File: src/rtl/wb_regfile_writer_pkg.sv
// Shared constants and encodings for the write-back stage / register file.
package wb_regfile_writer_pkg;

   localparam int DEFAULT_DATA_W   = 32;
   localparam int DEFAULT_ADDR_W   = 5;
   localparam int DEFAULT_NUM_REGS = 32;

   localparam int LINK_REG = 31;
   localparam int ZERO_REG = 0;

   typedef enum logic [1:0] {
      LD_WORD     = 2'b00,
      LD_HALF     = 2'b01,
      LD_BYTE     = 2'b10,
      LD_WORD_ALT = 2'b11
   } load_fmt_e;

endpackage

File: src/rtl/wb_regfile_writer_if.sv
// MEM/WB write-back bundle plus the ID-stage read ports of the register file.
interface wb_regfile_writer_if #(
   parameter int DATA_W = 32,
   parameter int ADDR_W = 5
);
   // No backpressure: RegWrite qualifies the bundle for exactly one rising
   // edge and the register file always accepts it (no ready signal exists).
   logic              RegWrite;
   logic              MemToReg;
   logic [1:0]        LoadData;
   logic              JrAddress;
   logic              JrData;
   logic [DATA_W-1:0] MemReadData;
   logic [DATA_W-1:0] ALUResultIn;
   logic [ADDR_W-1:0] RegAddressIn;
   logic [DATA_W-1:0] PCAdderResultIn;
   logic [ADDR_W-1:0] ReadRegister1;
   logic [ADDR_W-1:0] ReadRegister2;
   logic [DATA_W-1:0] ReadData1;
   logic [DATA_W-1:0] ReadData2;
   logic [DATA_W-1:0] WriteData;
   logic [31:0]       WriteCount;

   modport master (
      output RegWrite, MemToReg, LoadData, JrAddress, JrData, MemReadData,
             ALUResultIn, RegAddressIn, PCAdderResultIn, ReadRegister1, ReadRegister2,
      input  ReadData1, ReadData2, WriteData, WriteCount
   );

   modport slave (
      input  RegWrite, MemToReg, LoadData, JrAddress, JrData, MemReadData,
             ALUResultIn, RegAddressIn, PCAdderResultIn, ReadRegister1, ReadRegister2,
      output ReadData1, ReadData2, WriteData, WriteCount
   );

endinterface

File: src/rtl/wb_regfile_writer_load_formatter.sv
// wb_load_formatter: lane select and sign extension of a raw little-endian load word.
module wb_load_formatter
   import wb_regfile_writer_pkg::*;
#(
   parameter int DATA_W = 32
) (
   input  logic [DATA_W-1:0] mem_data_i,
   input  logic [1:0]        load_fmt_i,
   input  logic [1:0]        offset_i,
   output logic [DATA_W-1:0] data_o
);

   logic [7:0]  byte_sel;
   logic [15:0] half_sel;

   always_comb begin
      byte_sel = 8'h00;
      case (offset_i)
         2'd0:    byte_sel = mem_data_i[7:0];
         2'd1:    byte_sel = mem_data_i[15:8];
         2'd2:    byte_sel = mem_data_i[23:16];
         default: byte_sel = mem_data_i[31:24];
      endcase
   end

   // Halfword lanes ignore offset bit 0: misaligned halves read the aligned half.
   assign half_sel = offset_i[1] ? mem_data_i[31:16] : mem_data_i[15:0];

   always_comb begin
      data_o = mem_data_i;
      case (load_fmt_i)
         LD_HALF: data_o = {{(DATA_W-16){half_sel[15]}}, half_sel};
         LD_BYTE: data_o = {{(DATA_W-8){byte_sel[7]}}, byte_sel};
         default: data_o = mem_data_i;
      endcase
   end

endmodule

File: src/rtl/wb_regfile_writer.sv
// Write-back stage: data select, 32-entry register file commit, ID read ports, retire counter.
// Optional WB_REGFILE_BYPASS_EN forwards the pending write to matching read ports before the edge.
module wb_regfile_writer #(
   parameter int DATA_W   = wb_regfile_writer_pkg::DEFAULT_DATA_W,
   parameter int NUM_REGS = wb_regfile_writer_pkg::DEFAULT_NUM_REGS,
   parameter int ADDR_W   = wb_regfile_writer_pkg::DEFAULT_ADDR_W,
   parameter int LINK_REG = wb_regfile_writer_pkg::LINK_REG
) (
   input  logic                Clk,
   input  logic                Reset,
   wb_regfile_writer_if.slave  bus
);
   import wb_regfile_writer_pkg::*;

   localparam logic [ADDR_W-1:0] ZERO_ADDR = ADDR_W'(ZERO_REG);
   localparam logic [ADDR_W-1:0] LINK_ADDR = ADDR_W'(LINK_REG);

   logic [DATA_W-1:0] regs_q [NUM_REGS];
   logic [31:0]       count_q;
   logic [31:0]       count_d;

   logic [ADDR_W-1:0] dest_addr;
   logic [DATA_W-1:0] load_data;
   logic [DATA_W-1:0] write_data;
   logic              commit;
   logic [DATA_W-1:0] rd1;
   logic [DATA_W-1:0] rd2;

   wb_load_formatter #(
      .DATA_W (DATA_W)
   ) u_load_formatter (
      .mem_data_i (bus.MemReadData),
      .load_fmt_i (bus.LoadData),
      .offset_i   (bus.ALUResultIn[1:0]),
      .data_o     (load_data)
   );

   assign dest_addr = bus.JrAddress ? LINK_ADDR : bus.RegAddressIn;

   // Link address wins over load data, which wins over the ALU result.
   always_comb begin
      write_data = bus.ALUResultIn;
      if (bus.JrData) begin
         write_data = bus.PCAdderResultIn;
      end else if (bus.MemToReg) begin
         write_data = load_data;
      end
   end

   assign commit  = bus.RegWrite && (dest_addr != ZERO_ADDR);
   assign count_d = commit ? count_q + 32'd1 : count_q;

   always_ff @(posedge Clk or posedge Reset) begin
      if (Reset) begin
         for (int i = 0; i < NUM_REGS; i++) begin
            regs_q[i] <= '0;
         end
         count_q <= '0;
      end else begin
         if (commit) begin
            regs_q[dest_addr] <= write_data;
         end
         count_q <= count_d;
      end
   end

   always_comb begin
      rd1 = (bus.ReadRegister1 == ZERO_ADDR) ? '0 : regs_q[bus.ReadRegister1];
      rd2 = (bus.ReadRegister2 == ZERO_ADDR) ? '0 : regs_q[bus.ReadRegister2];
`ifdef WB_REGFILE_BYPASS_EN
      // commit already excludes register 0, so the zero register is never bypassed.
      if (commit && (bus.ReadRegister1 == dest_addr)) begin
         rd1 = write_data;
      end
      if (commit && (bus.ReadRegister2 == dest_addr)) begin
         rd2 = write_data;
      end
`endif
   end

   assign bus.ReadData1  = rd1;
   assign bus.ReadData2  = rd2;
   assign bus.WriteData  = write_data;
   assign bus.WriteCount = count_q;

endmodule
File: src/flat_wrapper.sv
// flat-port wrapper written by rule: the top's interface ports become plain ports
module wb_regfile_writer_flat import wb_regfile_writer_pkg::*;
#(
   parameter int DATA_W   = wb_regfile_writer_pkg::DEFAULT_DATA_W,
   parameter int NUM_REGS = wb_regfile_writer_pkg::DEFAULT_NUM_REGS,
   parameter int ADDR_W   = wb_regfile_writer_pkg::DEFAULT_ADDR_W,
   parameter int LINK_REG = wb_regfile_writer_pkg::LINK_REG
)
  (Clk, Reset, bus_RegWrite, bus_MemToReg, bus_LoadData, bus_JrAddress, bus_JrData, bus_MemReadData, bus_ALUResultIn, bus_RegAddressIn, bus_PCAdderResultIn, bus_ReadRegister1, bus_ReadRegister2, bus_ReadData1, bus_ReadData2, bus_WriteData, bus_WriteCount);
  wb_regfile_writer_if #(.DATA_W(DATA_W), .ADDR_W(ADDR_W)) bus_i ();
  input  logic Clk;
  input  logic Reset;
  input wire logic [$bits(bus_i.RegWrite)-1:0] bus_RegWrite;
  input wire logic [$bits(bus_i.MemToReg)-1:0] bus_MemToReg;
  input wire logic [$bits(bus_i.LoadData)-1:0] bus_LoadData;
  input wire logic [$bits(bus_i.JrAddress)-1:0] bus_JrAddress;
  input wire logic [$bits(bus_i.JrData)-1:0] bus_JrData;
  input wire logic [$bits(bus_i.MemReadData)-1:0] bus_MemReadData;
  input wire logic [$bits(bus_i.ALUResultIn)-1:0] bus_ALUResultIn;
  input wire logic [$bits(bus_i.RegAddressIn)-1:0] bus_RegAddressIn;
  input wire logic [$bits(bus_i.PCAdderResultIn)-1:0] bus_PCAdderResultIn;
  input wire logic [$bits(bus_i.ReadRegister1)-1:0] bus_ReadRegister1;
  input wire logic [$bits(bus_i.ReadRegister2)-1:0] bus_ReadRegister2;
  output wire logic [$bits(bus_i.ReadData1)-1:0] bus_ReadData1;
  output wire logic [$bits(bus_i.ReadData2)-1:0] bus_ReadData2;
  output wire logic [$bits(bus_i.WriteData)-1:0] bus_WriteData;
  output wire logic [$bits(bus_i.WriteCount)-1:0] bus_WriteCount;
  assign bus_i.RegWrite = bus_RegWrite;
  assign bus_i.MemToReg = bus_MemToReg;
  assign bus_i.LoadData = bus_LoadData;
  assign bus_i.JrAddress = bus_JrAddress;
  assign bus_i.JrData = bus_JrData;
  assign bus_i.MemReadData = bus_MemReadData;
  assign bus_i.ALUResultIn = bus_ALUResultIn;
  assign bus_i.RegAddressIn = bus_RegAddressIn;
  assign bus_i.PCAdderResultIn = bus_PCAdderResultIn;
  assign bus_i.ReadRegister1 = bus_ReadRegister1;
  assign bus_i.ReadRegister2 = bus_ReadRegister2;
  assign bus_ReadData1 = bus_i.ReadData1;
  assign bus_ReadData2 = bus_i.ReadData2;
  assign bus_WriteData = bus_i.WriteData;
  assign bus_WriteCount = bus_i.WriteCount;
  wb_regfile_writer #(.DATA_W(DATA_W), .NUM_REGS(NUM_REGS), .ADDR_W(ADDR_W), .LINK_REG(LINK_REG)) u_core (.Clk(Clk), .Reset(Reset), .bus(bus_i));
endmodule
File: config.mk
export PLATFORM = sky130hd
export DESIGN_NAME = wb_regfile_writer_flat
export DESIGN_NICKNAME = d
export VERILOG_FILES = /design/src/rtl/wb_regfile_writer_pkg.sv /design/src/rtl/wb_regfile_writer_if.sv /design/src/rtl/wb_regfile_writer_load_formatter.sv /design/src/rtl/wb_regfile_writer.sv /design/src/flat_wrapper.sv
export SDC_FILE = /design/constraint.sdc
export NUM_CORES = 2
export LEC_CHECK = 0
export BUFFER_PORTS_ARGS = -buffer_cell sky130_fd_sc_hd__buf_2
export CAP_MARGIN = 20
export CORE_MARGIN = 2
export CORE_UTILIZATION = 55
export DETAILED_ROUTE_END_ITERATION = 8
export HOLD_SLACK_MARGIN = 0.06
export PLACE_DENSITY = 0.72
export SYNTH_ARGS = -nofsm -noshare
export SYNTH_HDL_FRONTEND = slang
export SYNTH_SLANG_ARGS = --single-unit
File: constraint.sdc
create_clock -name Clk -period 43.5 [get_ports Clk]
set_input_delay 6.525 -clock Clk [delete_from_list [all_inputs] [get_ports Clk]]
set_output_delay 6.525 -clock Clk [all_outputs]
set_load 0.01 [all_outputs]
After elaboration in Yosys (flattened, before gate mapping)
Cells that the tools add are included.

Register bits: 1056. Input port bits: 119. Output and inout port bits: 128. Word-level logic and storage cells: 68.

Add/sub/neg operators: 1. Magnitude comparators: 4. Equal/unequal tests: 4. Multiplexer cells: 17. Bitwise logic cells: 3. Reduce and logical (&&, ||, !) cells: 6.

Operators by type and width (number): 1024-bit bitwise mux (1); 32-bit binary-select mux with 5-bit select (2); 32-bit 2-to-1 mux (9); 32-bit demux with 5-bit select (1); 32-bit case mux with 2 select lines (1); 32-bit by 1-bit adder with 32-bit output (second input constant) (1); 8-bit case mux with 3 select lines (1); 6-bit greater-or-equal comparator (second input constant) (3); 5-bit inverter with 6-bit output (3); 16-bit 2-to-1 mux (1); 5-bit zero test (2); 6-bit by 1-bit < comparator with 1-bit output (second input constant) (1); 5-bit 2-to-1 mux (1); 5-bit nonzero test (1); 2-bit by 1-bit equality test with 1-bit output (second input constant) (2); 2-bit equality test (second input constant) (2); 1-bit logical AND (2); 2-bit zero test (1).

Depth between registers and ports, before layout
Depth in word-level cells: 7. Depth in mapped cells: 9. Gate-level depth less buffers: 7.

By module
A second synthesis with hierarchy kept.

Cells, all modules: 5234. Area total of the unflattened synthesis: 55819.8 sq um.

Modules (own cells, without submodules): wb_regfile_writer (instances 1, cells an instance 5136, area an instance 55135.4 sq um, seq. area each 26425.3 sq um); wb_load_formatter (instances 1, cells an instance 98, area an instance 684.4 sq um, seq. area each 0.0 sq um).

Least setup slack after synthesis
OpenSTA, ideal clock, no wires.

Path type: input to output. Start: input bus_LoadData[0]. End: output bus_WriteData[3]. Arrival time: 8.220 ns. Data required time: 36.975 ns. Slack: 28.755 ns. Stages on the path: 8. Path buffers: 2. Cells stage by stage: inv_1 -> ha_1 -> buf_2 -> nor3_1 -> o221ai_1 -> a22oi_1 -> clkbuf_1 -> inv_1.

Cells in the longest elaborated chain, start to end: 4. Elaborated cells on any way between the ends: 5.

RTL lines: start, declared (RTL line flat_wrapper.sv:15) `input wire logic [$bits(bus_i.LoadData)-1:0] bus_LoadData;`; 2-bit equality test or 2-bit by 1-bit equality test with 1-bit output (tied branches) (RTL line wb_regfile_writer_load_formatter.sv:31) `case (load_fmt_i)`; 32-bit case mux with 2 select lines (*) (RTL line wb_regfile_writer_load_formatter.sv:31); 32-bit 2-to-1 mux (*) (RTL line wb_regfile_writer.sv:45) `end else if (bus.MemToReg) begin`; 32-bit 2-to-1 mux (*) (RTL line wb_regfile_writer.sv:43) `if (bus.JrData) begin`; end, declared (RTL line flat_wrapper.sv:26) `output wire logic [$bits(bus_i.WriteData)-1:0] bus_WriteData;`.

Every way passes the cells marked *; elsewhere a longest branch is shown, timed or not.

Worst setup path after layout
Start: input bus_ReadRegister1[1]. End: output bus_ReadData1[5].

Cells in the longest elaborated chain, start to end: 5. Elaborated cells on any way between the ends: 6.

RTL lines: start, declared (RTL line flat_wrapper.sv:22) `input wire logic [$bits(bus_i.ReadRegister1)-1:0] bus_ReadRegister1;`; 5-bit inverter with 6-bit output (implied by the code) (RTL line wb_regfile_writer.sv:68) `rd1 = (bus.ReadRegister1 == ZERO_ADDR) ? '0 : regs_q[bus.ReadRegister1];`; 32-bit binary-select mux with 5-bit select (RTL line wb_regfile_writer.sv:68); 32-bit 2-to-1 mux (implied by the code) (2 in a row) (RTL line wb_regfile_writer.sv:68); 32-bit 2-to-1 mux (*) (RTL line wb_regfile_writer.sv:68); end, declared (RTL line flat_wrapper.sv:24) `output wire logic [$bits(bus_i.ReadData1)-1:0] bus_ReadData1;`.

Every way passes the cells marked *; elsewhere a longest branch is shown, timed or not. The select of a mux whose other input is x is not followed.

==> results.txt <==
CP max stage delay -> 0.83 ns
slowest stage cell, crit path -> o21ai_0
drt drc -> 0
Clock Path Buffers -> 3
number of synthesized register bits -> 1056
top_reg_cell synth -> dfrtp_1
Congestion Overflow GR -> 0
number of distinct library cells after synthesis -> 54
CP Data Required Time -> 36.97 ns
Fin. Hold Viols -> 0
WP data arrival -> 10.78 ns
pwr/cell area -> 45.0 nW/um^2
metal3 WL -> 25.0 mm
MaxCap Viol Count -> 0
Worst Reg-to-Reg Cells -> 5
outcome -> complete, no violations
vias in the first global route -> 41900
Worst Setup End Kind -> output pin
P&R area growth vs syn -> 10.5%
Mapped Cells -> 4930
vias per cell -> 6.79
initial DRC count -> 5725
RSZ-0062 raised after global routing -> false
Post-DRT Antenna Nets -> 0
Final Skew -> 0.00744 ns
synthesized area -> 55300 sq um
GRT Util Overall -> 0.348
Worst-Margin Slew -> 1.28 ns
Hold WS -> 0.397 ns
Resize count post-CTS -> 0
initial antenna violation count -> 13
vias -> 42700
wire length on met2 -> 76.8 mm
Fillers -> 7798
Die Span Y -> 321 um
Slew Viols, Final -> 0
maximum VDD drop -> 0.0000308 V
clk root buf -> clkbuf_16
Tmin final -> 17.30 ns
hold depth -> 0
leading cell type by number of instances after synthesis -> dfrtp_1
DR top layer -> met5
syn_nets -> 5052
Core Rows -> 116
achievable clock frequency -> 57.8 MHz
met1 wire length -> 66.1 mm
CP max FO -> 101
EDFF count, synth -> 0
first drt pass iteration count -> 9
# IOs -> 247
TritonCTS Buffers -> 107
Clock Latency Late Sink -> 0.70 ns
area leader, netlist -> dfrtp_1
synth top area cells -> dfrtp_1 (48%), mux4_2 (21%), a21oi_1 (5.0%), o21ai_0 (4.7%), nor2_1 (4.0%)
GPL Wtd Cong -> 0.929
port bufs -> 246
Nets -> 5020
endpoints failing setup -> 0
DIE WIDTH -> 321 um
Post-CTS Setup Bufs -> 0
HPWL after detailed placement -> 110 mm
CTS sink count -> 1056
Avg Inst Size Synth -> 11.2 sq um
CTS tree -> built
HP Class -> flop to flop
Reg clk slew, reported paths -> 0.06 ns
Post-synth top cells -> dfrtp_1 (1056), nor2_1 (585), a21oi_1 (556)
P_leak -> 26.5 nW
wire per inst -> 28.2 um
layout cells sized above 1 -> 0.258
CP Cell Sequence -> buf_8, buf_12, buf_4, mux4_2, mux2_2, o21ai_0, a31oi_1, buf_2
fraction of the yosys area taken by sequential cells -> 0.478
initial core utilization -> 0.554
pin count of the biggest net entering global routing -> 174
H-tree levels -> 3
Total Wirelength -> 177 mm
yosys warns -> 0
CP startpoint kind -> primary input
Final period util -> 0.398
Post-synth ARST share -> 1.00
Std-Cell Core Area -> 99900 sq um
critical path class -> primary input to output pin
full die area -> 103000 sq um
cts hold-fix bufs -> 0
area share of the largest cell type after synthesis -> 0.478
Setup Total Neg Slack -> 0 ns
first-pass GRT wire length -> 266 mm
max_slew headroom -> 0.138
==> placed cells by master (no fill, tap or decap), types with 8 or more instances in the layout <==
cell and instances:
a31oi_1 78, nor2b_1 13, inv_1 46, o22ai_1 13, nor2_4 11, a221oi_1 19
a21oi_1 555, and3_1 8, a22oi_1 46, a22oi_2 21, a221oi_2 8, clkinv_2 23
clkbuf_8 24, mux2i_1 90, nand3_1 10, nand2_1 551, a221oi_4 9, nand4_1 10
clkbuf_16 111, nor2_1 572, buf_4 118, clkbuf_1 21, buf_2 239, mux4_2 512
xnor2_1 24, bufinv_16 9, mux2_2 145, dfrtp_1 1056, o21ai_0 520, o21ai_1 9
nand2b_1 12
==> per-stage QoR <==
stage	setup slack (ns)	total power [W]	area (sq um)	util	cells
finish	26.20	0.00275	61100	0.612	6289
global route	26.19	0.00286	61100	0.612	6286
CTS	26.51	0.00274	61000	0.611	6280
detailed placement	26.52	0.00178	57300	0.574	6083
global placement	26.52	0.00175	57300	0.574	6083
floorplan	7.25	0.00161	55300	-	4930
==> critical path: cells and delay by family <==
kind / cells / cell delay, ns
multiplexers: 2 / 0.70
AO/OA/AOI/OAI: 2 / 1.04
buffers and inverters: 4 / 2.30
==> layer usage <==
metal	GRT usage	vias to the layer above
met5	0.0147	-
met4	0.163	26
met3	0.136	553
met2	0.497	2791
met1	0.469	21500
li1	-	17800
==> cells by family (layout without fill, tap and decap cells) <==
| group | count (synthesis) | count (layout) | share of synthesized area |
|---|---|---|---|
| AO/OA/AOI/OAI | 1298 | 1298 | 0.128 |
| AND/OR/NAND/NOR | 1233 | 1233 | 0.0899 |
| flip-flops | 1056 | 1056 | 0.478 |
| multiplexers | 749 | 749 | 0.255 |
| buffers and inverters | 560 | 616 | 0.0431 |
| XOR/XNOR | 31 | 31 | 0.00491 |
| adder cells (fa/ha/maj) | 3 | 3 | 0.000679 |
| other | 0 | 5 | 0 |
==> sequential cells by signal, summed over array words and instances, names as in the netlist <==
signal,count
u_core.regs_q,1024
u_core.bus.WriteCount,32
==> area by class of cell <==
| type | count | area, sq um | share of cell area |
|---|---|---|---|
| antenna | 5 | 12.5 | 0.000205 |
| clock buffer | 156 | 3190 | 0.0522 |
| clock inverter | 41 | 480 | 0.00787 |
| inverter | 47 | 184 | 0.00301 |
| multi-input combinational | 3314 | 26800 | 0.439 |
| sequential | 1056 | 26400 | 0.433 |
| tap | 1298 | 1620 | 0.0266 |
| timing repair buffer | 372 | 2360 | 0.0387 |
==> path summary, 6_finish.rpt <==
kind	end	start	slack, ns
max	bus_ReadData1[5]	bus_ReadRegister1[1]	26.20
min	u_core.regs_q[1021]	u_core.regs_q[1021]	0.40
max reg2reg	u_core.bus.WriteCount[29]	u_core.bus.WriteCount[3]	41.55
min reg2reg	u_core.regs_q[1021]	u_core.regs_q[1021]	0.40
max in group asynchronous	u_core.regs_q[32]	Reset	34.25
min in group asynchronous	u_core.bus.WriteCount[2]	Reset	5.97
==> where the power goes <==
part | internal, W | leakage, nW | total (W) | switching (W)
registers | 0.00113 | 13.8 | 0.00125 | 0.000117
clock network | 0.000561 | 1.81 | 0.000966 | 0.000404
logic | 0.000254 | 10.9 | 0.000538 | 0.000285
Note: power is estimated with default switching activity, not from simulation.
